`config.mk`:
```
export PLATFORM = sky130hd
export DESIGN_NAME = traffic_phase_ctrl
export DESIGN_NICKNAME = d
export VERILOG_FILES = /design/src/rtl/traffic_pkg.sv /design/src/rtl/green_calc.sv /design/src/rtl/traffic_phase_ctrl.sv
export SDC_FILE = /design/constraint.sdc
export NUM_CORES = 1
export LEC_CHECK = 0
export ABC_AREA = 1
export CORE_MARGIN = 2
export CORE_UTILIZATION = 50
export DETAILED_ROUTE_END_ITERATION = 10
export PLACE_DENSITY = 0.72
export RECOVER_POWER = 50
export SETUP_SLACK_MARGIN = 0.5
export SYNTH_ARGS = -nofsm -noshare
export SYNTH_HDL_FRONTEND = slang
export SYNTH_SLANG_ARGS = --single-unit
```
`constraint.sdc`:
```
create_clock -name clock -period 4.34 [get_ports clock]
set_input_delay 1.085 -clock clock [delete_from_list [all_inputs] [get_ports clock]]
set_output_delay 1.085 -clock clock [all_outputs]
set_load 0.02 [all_outputs]
```
`src/rtl/traffic_pkg.sv`:
```
// traffic_pkg
//    Shared types and helpers for the intersection phase controller.
//    phase_t  : phase codes reported on the controller's phase output
//    sub_t    : LOAD/WAIT sub-state inside a phase (plus the post-reset entry step)
//    bcd2_t   : two-digit BCD value {hi, lo}
//    LT_*     : one-hot light head codes {R,Y,G}
//    bcd2bin  : two BCD digits to binary, any digit above 9 reads as 9
//    bin2bcd  : binary 0..99 to two BCD digits
package traffic_pkg;

   typedef enum logic [2:0] {
      A_GREEN   = 3'd0,
      A_YELLOW  = 3'd1,
      ALL_RED_A = 3'd2,
      B_GREEN   = 3'd3,
      B_YELLOW  = 3'd4,
      ALL_RED_B = 3'd5,
      WALK      = 3'd6
   } phase_t;

   // SUB_ENTER exists only between reset release and the first ALL_RED_B load.
   typedef enum logic [1:0] {
      SUB_ENTER,
      SUB_LOAD,
      SUB_WAIT
   } sub_t;

   typedef struct packed {
      logic [3:0] hi;
      logic [3:0] lo;
   } bcd2_t;

   localparam logic [2:0] LT_RED = 3'b100;
   localparam logic [2:0] LT_YEL = 3'b010;
   localparam logic [2:0] LT_GRN = 3'b001;

   function automatic logic [3:0] digit_sat(input logic [3:0] d);
      return (d > 4'd9) ? 4'd9 : d;
   endfunction

   function automatic logic [6:0] bcd2bin(input logic [3:0] hi, input logic [3:0] lo);
      logic [6:0] h;
      logic [6:0] l;
      h = {3'b000, digit_sat(hi)};
      l = {3'b000, digit_sat(lo)};
      return h * 7'd10 + l;
   endfunction

   function automatic bcd2_t bin2bcd(input logic [6:0] v);
      bcd2_t r;
      r.hi = 4'(v / 7'd10);
      r.lo = 4'(v % 7'd10);
      return r;
   endfunction

endpackage

```
`src/rtl/green_calc.sv`:
```
// green_calc
//    Combinational green-time sizing for one approach.
//    cnt_hi, cnt_lo : BCD vehicle count (digits above 9 saturate to 9)
//    green          : BCD green time = clamp(count * SCALE, MIN_GREEN, MAX_GREEN)
module green_calc
   import traffic_pkg::*;
#(
   parameter int unsigned SCALE     = 5,
   parameter int unsigned MIN_GREEN = 10,
   parameter int unsigned MAX_GREEN = 90
) (
   input  logic [3:0] cnt_hi,
   input  logic [3:0] cnt_lo,
   output bcd2_t      green
);

   localparam logic [9:0] SCALE10 = 10'(SCALE);
   localparam logic [9:0] MIN10   = 10'(MIN_GREEN);
   localparam logic [9:0] MAX10   = 10'(MAX_GREEN);

   logic [6:0] n;
   logic [9:0] g_raw;
   logic [6:0] g;

   always_comb begin
      n     = bcd2bin(cnt_hi, cnt_lo);
      // 10-bit product so 99 * SCALE does not wrap before clamping
      g_raw = {3'b000, n} * SCALE10;
      if (g_raw < MIN10) begin
         g = 7'(MIN_GREEN);
      end else if (g_raw > MAX10) begin
         g = 7'(MAX_GREEN);
      end else begin
         g = g_raw[6:0];
      end
      green = bin2bcd(g);
   end

endmodule

```
`src/rtl/traffic_phase_ctrl.sv`:
```
// traffic_phase_ctrl
//    Two-approach intersection sequencer: A green/yellow/all-red, then B, repeating.
//    Each phase loads the shared BCD countdown timer for one cycle, then waits
//    for the timer to report zero before moving on.
//    clock               system clock
//    rst_n               asynchronous active-low reset
//    cnt_a_hi/lo         approach A BCD vehicle count
//    cnt_b_hi/lo         approach B BCD vehicle count
//    tmr_zero            countdown timer reads 00
//    tmr_load            one-cycle timer load strobe
//    tmr_hi/lo           BCD load value, held outside the load cycle
//    light_a/light_b     one-hot light heads {R,Y,G}
//    dir                 0 = A owns right of way, 1 = B
//    phase               current phase (traffic_pkg::phase_t)
//    ped_req, walk       pedestrian request / walk lamp, only with TPC_PED_WALK_EN
//    Optional feature macro: TPC_PED_WALK_EN (inserts a WALK phase after an
//    all-red when a pedestrian request is latched).
module traffic_phase_ctrl
   import traffic_pkg::*;
#(
   parameter int unsigned SCALE     = 5,
   parameter int unsigned MIN_GREEN = 10,
   parameter int unsigned MAX_GREEN = 90,
   parameter int unsigned YELLOW_T  = 3,
   parameter int unsigned ALLRED_T  = 2,
   parameter int unsigned WALK_T    = 15
) (
   input  logic       clock,
   input  logic       rst_n,
   input  logic [3:0] cnt_a_hi,
   input  logic [3:0] cnt_a_lo,
   input  logic [3:0] cnt_b_hi,
   input  logic [3:0] cnt_b_lo,
   input  logic       tmr_zero,
   output logic       tmr_load,
   output logic [3:0] tmr_hi,
   output logic [3:0] tmr_lo,
   output logic [2:0] light_a,
   output logic [2:0] light_b,
   output logic       dir,
   output phase_t     phase
`ifdef TPC_PED_WALK_EN
   ,
   input  logic       ped_req,
   output logic       walk
`endif
);

   localparam bcd2_t YEL_BCD    = bin2bcd(7'(YELLOW_T));
   localparam bcd2_t ALLRED_BCD = bin2bcd(7'(ALLRED_T));
   localparam bcd2_t WALK_BCD   = bin2bcd(7'(WALK_T));

   sub_t       sub;
   phase_t     nxt_phase;
   bcd2_t      nxt_dur;
   bcd2_t      green_a;
   bcd2_t      green_b;
   logic [2:0] nxt_la;
   logic [2:0] nxt_lb;
   logic       nxt_dir;
   logic       ped_pending;

   green_calc #(
      .SCALE     (SCALE),
      .MIN_GREEN (MIN_GREEN),
      .MAX_GREEN (MAX_GREEN)
   ) u_green_a (
      .cnt_hi (cnt_a_hi),
      .cnt_lo (cnt_a_lo),
      .green  (green_a)
   );

   green_calc #(
      .SCALE     (SCALE),
      .MIN_GREEN (MIN_GREEN),
      .MAX_GREEN (MAX_GREEN)
   ) u_green_b (
      .cnt_hi (cnt_b_hi),
      .cnt_lo (cnt_b_lo),
      .green  (green_b)
   );

`ifdef TPC_PED_WALK_EN
   logic ped_latch;
   assign ped_pending = ped_latch;
`else
   assign ped_pending = 1'b0;
`endif

   // Successor of the current phase when its timer expires.
   always_comb begin
      nxt_phase = ALL_RED_B;
      case (phase)
         A_GREEN:   nxt_phase = A_YELLOW;
         A_YELLOW:  nxt_phase = ALL_RED_A;
         ALL_RED_A: nxt_phase = ped_pending ? WALK : B_GREEN;
         B_GREEN:   nxt_phase = B_YELLOW;
         B_YELLOW:  nxt_phase = ALL_RED_B;
         ALL_RED_B: nxt_phase = ped_pending ? WALK : A_GREEN;
         // dir still names the approach that just cleared, so the other one goes next
         WALK:      nxt_phase = dir ? A_GREEN : B_GREEN;
         default:   nxt_phase = ALL_RED_B;
      endcase
   end

   // Duration, lights and right-of-way for the phase being entered.
   always_comb begin
      nxt_dur = ALLRED_BCD;
      nxt_la  = LT_RED;
      nxt_lb  = LT_RED;
      nxt_dir = dir;
      case (nxt_phase)
         A_GREEN: begin
            nxt_dur = green_a;
            nxt_la  = LT_GRN;
            nxt_dir = 1'b0;
         end
         A_YELLOW: begin
            nxt_dur = YEL_BCD;
            nxt_la  = LT_YEL;
            nxt_dir = 1'b0;
         end
         ALL_RED_A: begin
            nxt_dur = ALLRED_BCD;
            nxt_dir = 1'b0;
         end
         B_GREEN: begin
            nxt_dur = green_b;
            nxt_lb  = LT_GRN;
            nxt_dir = 1'b1;
         end
         B_YELLOW: begin
            nxt_dur = YEL_BCD;
            nxt_lb  = LT_YEL;
            nxt_dir = 1'b1;
         end
         ALL_RED_B: begin
            nxt_dur = ALLRED_BCD;
            nxt_dir = 1'b1;
         end
         WALK: begin
            nxt_dur = WALK_BCD;
         end
         default: begin
            nxt_dur = ALLRED_BCD;
         end
      endcase
   end

   always_ff @(posedge clock or negedge rst_n) begin
      if (!rst_n) begin
         phase    <= ALL_RED_B;
         sub      <= SUB_ENTER;
         tmr_load <= 1'b0;
         tmr_hi   <= '0;
         tmr_lo   <= '0;
         light_a  <= LT_RED;
         light_b  <= LT_RED;
         dir      <= 1'b1;
`ifdef TPC_PED_WALK_EN
         walk      <= 1'b0;
         ped_latch <= 1'b0;
`endif
      end else begin
         case (sub)
            // First edge after reset: start with an all-red clearance.
            SUB_ENTER: begin
               sub      <= SUB_LOAD;
               tmr_load <= 1'b1;
               tmr_hi   <= ALLRED_BCD.hi;
               tmr_lo   <= ALLRED_BCD.lo;
            end
            SUB_LOAD: begin
               sub      <= SUB_WAIT;
               tmr_load <= 1'b0;
            end
            SUB_WAIT: begin
               if (tmr_zero) begin
                  phase    <= nxt_phase;
                  sub      <= SUB_LOAD;
                  tmr_load <= 1'b1;
                  tmr_hi   <= nxt_dur.hi;
                  tmr_lo   <= nxt_dur.lo;
                  light_a  <= nxt_la;
                  light_b  <= nxt_lb;
                  dir      <= nxt_dir;
`ifdef TPC_PED_WALK_EN
                  walk     <= (nxt_phase == WALK);
`endif
               end
            end
            default: begin
               sub <= SUB_ENTER;
            end
         endcase
`ifdef TPC_PED_WALK_EN
         // The WALK load cycle consumes the request; a press in that same cycle re-arms it.
         if (sub == SUB_LOAD && phase == WALK) begin
            ped_latch <= ped_req;
         end else if (ped_req) begin
            ped_latch <= 1'b1;
         end
`endif
      end
   end

endmodule
```
==> reports/qor.txt, run 1 <==
Commonest non-fill, non-tap cell in the layout - buf_4
Vias per cell - 5.43
Overflow after GRT - 0
HPWL Detailed - 5350 um
Initial antenna violation count - 0
Critical path arrival - 6330 ps
Seq cells post-synth - 21
Residual DRC - 0
Final Hold Vio Count - 0
Cell area after layout - 4500 um^2
Achievable clock frequency - 163 MHz
Min Tclk post-route - 6140 ps
Worst EP required - 4540 ps
Clk Latency, worst-skew pair - 260 ps
Sequential share of the synthesized area - 19.6%
Ports - 38
Commonest cells after routing, fill and taps aside - buf_4, nand2_1, inv_1, nor2_1, inv_2
Prevailing post-synth register cell - dfrtp_1
Syn Nets - 443
Number of port buffers - 37
Worst Hold Depth - 2
CTS tree - yes
Final WL - 9310 um
Row count - 26
Endpoint class of the critical path - flip-flop
FF-to-FF End - tmr_lo[2]
Initial cell density of the core - 52.3%
R2r setup slk - 900 ps
Clock skew - 1.42 ps
VDD IR-drop max - 0.956 mV
H-tree depth - 1
Die width - 77.6 um
P_leak - 2.28 nW
Vias in the first global route - 3185
Slew @ Worst Pin - 891 ps
Worst setup SP type - input pin
FF-to-FF Start - phase[0]
Detail Route Antenna Nets - 0
Worst r2r path cells - 25
Final setup margin - -1800 ps
Hold path start - light_b[2]
Worst-path fanout max - 5
Max Slew Vio Count - 0
Place WS - -2090 ps
Post-Syn Instances - 390
DIE AREA - 6020 um^2
Mapped Area - 2710 um^2
CTS Sinks - 21
First-pass GRT wire length - 13700 um
Net count reported at finish - 595
Status - finished with violations
Slowest stage cell on the critical path - fa_2
Post-synth EDFFs - 0
Relative slew slack - 40.4%
Antenna diodes - 0
Yosys warns - 0
Critical Path Source - cnt_b_hi[1]
GPL Wtd Cong - 0.882
Asr flop ratio synth - 100%
Placed Cells incl. Taps - 565
Overall routing resource usage - 27.5%
CTS max path bufs - 2
Crit share post-route - 141%
CTS buffer count - 3
1st-iter DRT viols - 183
Min-Delay Endpoint - light_b[2]
Avg Cell Area, Syn - 6.94 um^2
Unrepaired setup endpoints after global routing - yes
Via Count - 3317
Pwr Density - 814 nW/um^2
Largest net degree at the start of global routing - 22
CTS Hold Buffers Added - 0
Share of cells above drive strength 1 - 46.8%
Std-Cell Core Area - 5170 um^2
Crit-path max cell delay - 600 ps
Drt first pass iters - 5
Area growth syn-to-layout - 66.2%
Dpl cell area - 3820 um^2
Hold crit path type - reg -> reg
Final Power - 3.66 mW
Setup TNS - -10640 ps
Distinct cell type count of the synthesized netlist - 46
Crit Path Class - in -> reg
Hold WS - 465 ps
Crit-path most repeated cell - inv_2
Clock slew seen by the registers of the worst setup and hold paths - 80 ps
Fin util - 86.9%
# setup viols final - 8
Die H - 77.6 um
Clock root cell - clkbuf_8
Failing checks - setup timing
Max Cap Viol - 0
Routed length per placed instance - 15.2 um
Cell Count, Final, Fillers Out - 611
-- routing by layer --
layer / GRT usage, % / routed length [um] / vias to the layer above
met5: 0 / 0 / -
met2: 51.4 / 4660 / 156
met1: 33.0 / 3790 / 1577
met4: 8.57 / 313 / 0
met3: 2.44 / 541 / 37
li1: - / - / 1547
-- report_power, final --
part | internal (mW) | switching, mW
Clock | 0.0639 | 0.0621
Combinational | 1.48 | 1.72
Sequential | 0.285 | 0.0502
-- synthesized netlist by cell type (2+ instances only) --
cell | number | area (um^2)
o21a_1 | 4 | 30.0
o21ai_0 | 11 | 55.1
nor2_2 | 3 | 18.8
nand4_1 | 7 | 43.8
nand2_1 | 88 | 330
ha_1 | 30 | 375
nor2_1 | 35 | 131
o21ai_4 | 2 | 32.5
xnor2_1 | 2 | 17.5
inv_1 | 69 | 259
a31oi_1 | 2 | 12.5
nand2_2 | 8 | 50.1
nand2_4 | 2 | 22.5
nand3b_1 | 3 | 22.5
fa_1 | 4 | 80.1
o21ai_1 | 5 | 25.0
nand3_2 | 5 | 50.1
inv_2 | 10 | 37.5
clkbuf_1 | 4 | 15.0
o211ai_1 | 2 | 15.0
a22o_1 | 2 | 17.5
dfstp_2 | 5 | 131
dfrtp_1 | 16 | 400
nor3_1 | 3 | 15.0
nand4_2 | 3 | 37.5
nor2_4 | 3 | 33.8
or2_1 | 2 | 12.5
a21oi_1 | 9 | 45.0
a21oi_2 | 4 | 35.0
nand3_4 | 2 | 35.0
xor2_1 | 11 | 96.3
nand3_1 | 19 | 95.1
or2_2 | 2 | 12.5
-- state kept, by name (all words and copies together), names as in the netlist --
signal    cells
dir           1
light_a       3
light_b       3
phase         3
sub           2
tmr_hi        4
tmr_lo        4
tmr_load      1
-- timing repair --
action,4_1_cts,5_1_grt
gates resized for setup,87,35
endpoints found under the hold margin,0,0
pin swaps,66,57
cloned,0,0
setup endpoints to repair,8,8
setup buffers,29,13
-- worst max path at each step --
stage	slack (ps)	to	cells past startpoint
global placement	-1950	tmr_lo[1]	37
CTS	-1280	tmr_lo[3]	38
floorplan	-1190	tmr_lo[1]	38
global route	-2070	tmr_lo[2]	38
finish	-1800	tmr_lo[2]	38
detailed placement	-2090	tmr_lo[1]	37
-- layout make-up --
type / count / area [um^2]
inverter: 79 / 297
multi-input combinational: 286 / 2290
clock buffer: 3 / 41.3
fill: 253 / 676
sequential: 21 / 532
timing repair buffer: 151 / 1240
clock inverter: 1 / 5.00
tap: 70 / 87.6
-- cells by family (layout without fill, tap and decap cells) --
family / count (synthesis) / after routing / share of synthesized area (%)
other: 1 / 1 / 0.139
AO/OA/AOI/OAI: 50 / 50 / 12.9
adder cells (fa/ha/maj): 34 / 34 / 16.8
XOR/XNOR: 14 / 14 / 4.81
AND/OR/NAND/NOR: 187 / 187 / 34.2
buffers and inverters: 83 / 234 / 11.5
flip-flops: 21 / 21 / 19.6
-- critical path, delay by kind of cell --
family                   cells  cell delay (ps)
AND/OR/NAND/NOR             20             1890
adder cells (fa/ha/maj)      5             1420
AO/OA/AOI/OAI                5             1230
buffers and inverters        7              530
XOR/XNOR                     1              160
No activity file was read; power rests on OpenSTA's default activity.
==> inputs of run 2 (changes only) <==
GPL_TIMING_DRIVEN = 0   (was default)
==> run 2 against run 1 <==
The flow still finishes with violations (setup timing). Core utilization fell by 2.7 points. Sequential cell count did not move. Clock skew rose by 4.0 ps. Global-route usage fell by 1.9 points. Routed wire length fell by 3.7%. Sequential share of layout area rose by 0.38 points. Via count fell by 6.0%. Worst hold slack got worse by 4.0 ps. Critical path depth rose by 7. Clock power barely moved. Largest power group unchanged.
==> reports/qor.txt, run 2 (same netlist as run 1, synthesis figures left out) <==
Final WL - 8970 um (-3.7%)
Area growth syn-to-layout - 60.9%
Commonest non-fill, non-tap cell in the layout - nand2_1
H-tree depth - 1 (unchanged)
VDD IR-drop max - 0.800 mV (-16%)
Net count reported at finish - 558 (-6.2%)
First-pass GRT wire length - 12900 um (-6.1%)
Antenna diodes - 0 (unchanged)
Number of port buffers - 37 (unchanged)
DIE AREA - 6020 um^2 (unchanged)
CTS Sinks - 21 (unchanged)
Worst EP required - 4500 ps (-40 ps)
Biggest regs - tmr_hi: 4 flops, tmr_lo: 4 flops
Via Count - 3117 (-6.0%)
R2r setup slk - 970 ps (+70 ps)
Status - finished with violations
Placed Cells incl. Taps - 497 (-12%)
Ports - 38 (unchanged)
Die H - 77.6 um (unchanged)
Share of cells above drive strength 1 - 47.0% (+0.26 points)
Clock skew - 5.47 ps (+4.05 ps)
Worst-path fanout max - 7 (+2)
Endpoint class of the critical path - flip-flop
Dpl cell area - 3290 um^2 (-14%)
Slew @ Worst Pin - 942 ps (+51.5 ps)
GPL Wtd Cong - 0.860 (-2.5%)
Critical path arrival - 6150 ps (-180 ps)
Row count - 26 (unchanged)
FF-to-FF Start - phase[2]
Commonest cells after routing, fill and taps aside - nand2_1, buf_4, inv_1, nand2_2
Routed length per placed instance - 15.6 um (+2.5%)
Final Hold Vio Count - 0 (unchanged)
Initial antenna violation count - 0 (unchanged)
Overall routing resource usage - 25.6% (-1.9 points)
Overflow after GRT - 0 (unchanged)
1st-iter DRT viols - 125 (-32%)
Achievable clock frequency - 167 MHz (+2.4%)
Cell Count, Final, Fillers Out - 574 (-6.1%)
Crit-path max cell delay - 330 ps (-270 ps)
Max Cap Viol - 0 (unchanged)
Unrepaired setup endpoints after global routing - yes
Worst setup SP type - input pin
Largest net degree at the start of global routing - 22 (unchanged)
Place WS - -2470 ps (-384 ps)
Detail Route Antenna Nets - 0 (unchanged)
Vias in the first global route - 2948 (-7.4%)
# setup viols final - 8 (unchanged)
Final setup margin - -1650 ps (+145 ps)
Fin util - 84.2% (-2.7 points)
Clk Latency, worst-skew pair - 260 ps (about the same)
Clock root cell - clkbuf_8
Hold crit path type - reg -> reg
Vias per cell - 5.43 (about the same)
Residual DRC - 0 (unchanged)
Cell area after layout - 4360 um^2 (-3.1%)
Crit share post-route - 138% (-3.3 points)
P_leak - 2.11 nW (-7.4%)
Relative slew slack - 37.0% (-3.4 points)
CTS buffer count - 3 (unchanged)
Hold path start - light_b[2]
Clock slew seen by the registers of the worst setup and hold paths - 80 ps (about the same)
HPWL Detailed - 4600 um (-14%)
Drt first pass iters - 6 (+1)
Initial cell density of the core - 52.3% (unchanged)
Failing checks - setup timing
FF-to-FF End - tmr_lo[3]
Max Slew Vio Count - 0 (unchanged)
Hold WS - 461 ps (-4.01 ps)
Die width - 77.6 um (unchanged)
CTS max path bufs - 2 (unchanged)
Std-Cell Core Area - 5170 um^2 (unchanged)
Min-Delay Endpoint - light_b[2]
Crit Path Class - in -> reg
CTS tree - yes
Worst Hold Depth - 2 (unchanged)
Min Tclk post-route - 5990 ps (-145 ps)
Crit-path most repeated cell - inv_2
Worst r2r path cells - 27 (+8.0%)
Pwr Density - 794 nW/um^2 (-2.4%)
Slowest stage cell on the critical path - fa_2
## run 2: cell types whose count changed in the layout (fill, tap and decap cells not counted), moves of 5 or more
cell / before / now
buf_4: 104 / 60
nand2_2: 16 / 29
nand2_1: 73 / 62
buf_6: 12 / 17
## run 2: worst max-delay path by stage
stage	start	to	slack, ps	cells after the start
final	cnt_b_lo[2]	tmr_lo[1]	-1650	45
after global routing	cnt_b_lo[2]	tmr_lo[3]	-1920	44
after CTS	cnt_b_hi[2]	tmr_lo[1]	-1380	39
after detailed placement	cnt_b_hi[1]	tmr_lo[1]	-2470	39
after global placement	cnt_b_hi[1]	tmr_lo[1]	-2350	39
after floorplan	cnt_a_hi[2]	tmr_lo[1]	-1190	38
## run 2: final cells by class
class,count,area [um^2]
clock inverters,1,5.00
flip-flops and latches,21,532
multi-input cells,286,2410
plain buffers,4,15.0
clock buffers,3,41.3
well taps,70,87.6
inverters,79,297
repair buffers,110,963
fillers,274,817
## run 2: timing repair
item,CTS,global route
pin swaps,59,59
setup buffers,51,22
hold buffers,0,0
gates resized for setup,101,55
endpoints found under the setup margin,8,8
## run 2: critical path, delay by kind of cell
family | cells | cell delay [ps]
AOI/OAI and AO/OA | 1 | 180
xor gates and xnor gates | 1 | 200
buffers and inverters | 13 | 1020
adders and majority gates | 5 | 1090
and+or+nand+nor | 25 | 2570
## run 2: stage by stage
step	TNS, ps	power [mW]
after global placement	-14220	2.12
final	-10000	3.46
after detailed placement	-15120	2.15
after CTS	-7940	2.86
after global routing	-11870	3.70
after floorplan	-5520	1.76
## run 2: power breakdown
part	internal (mW)	total [mW]	switching (mW)
Combinational	1.34	3.00	1.66
Clock	0.0639	0.128	0.0643
Sequential	0.285	0.333	0.0483
## run 2: routing by layer
| layer | routed length, um | GRT usage [%] | up-vias |
|---|---|---|---|
| li1 | - | - | 1480 |
| met1 | 3610 | 31.9 | 1463 |
| met2 | 4560 | 46.6 | 139 |
| met3 | 408 | 2.44 | 35 |
| met4 | 386 | 7.68 | 0 |
| met5 | 0 | 0 | - |
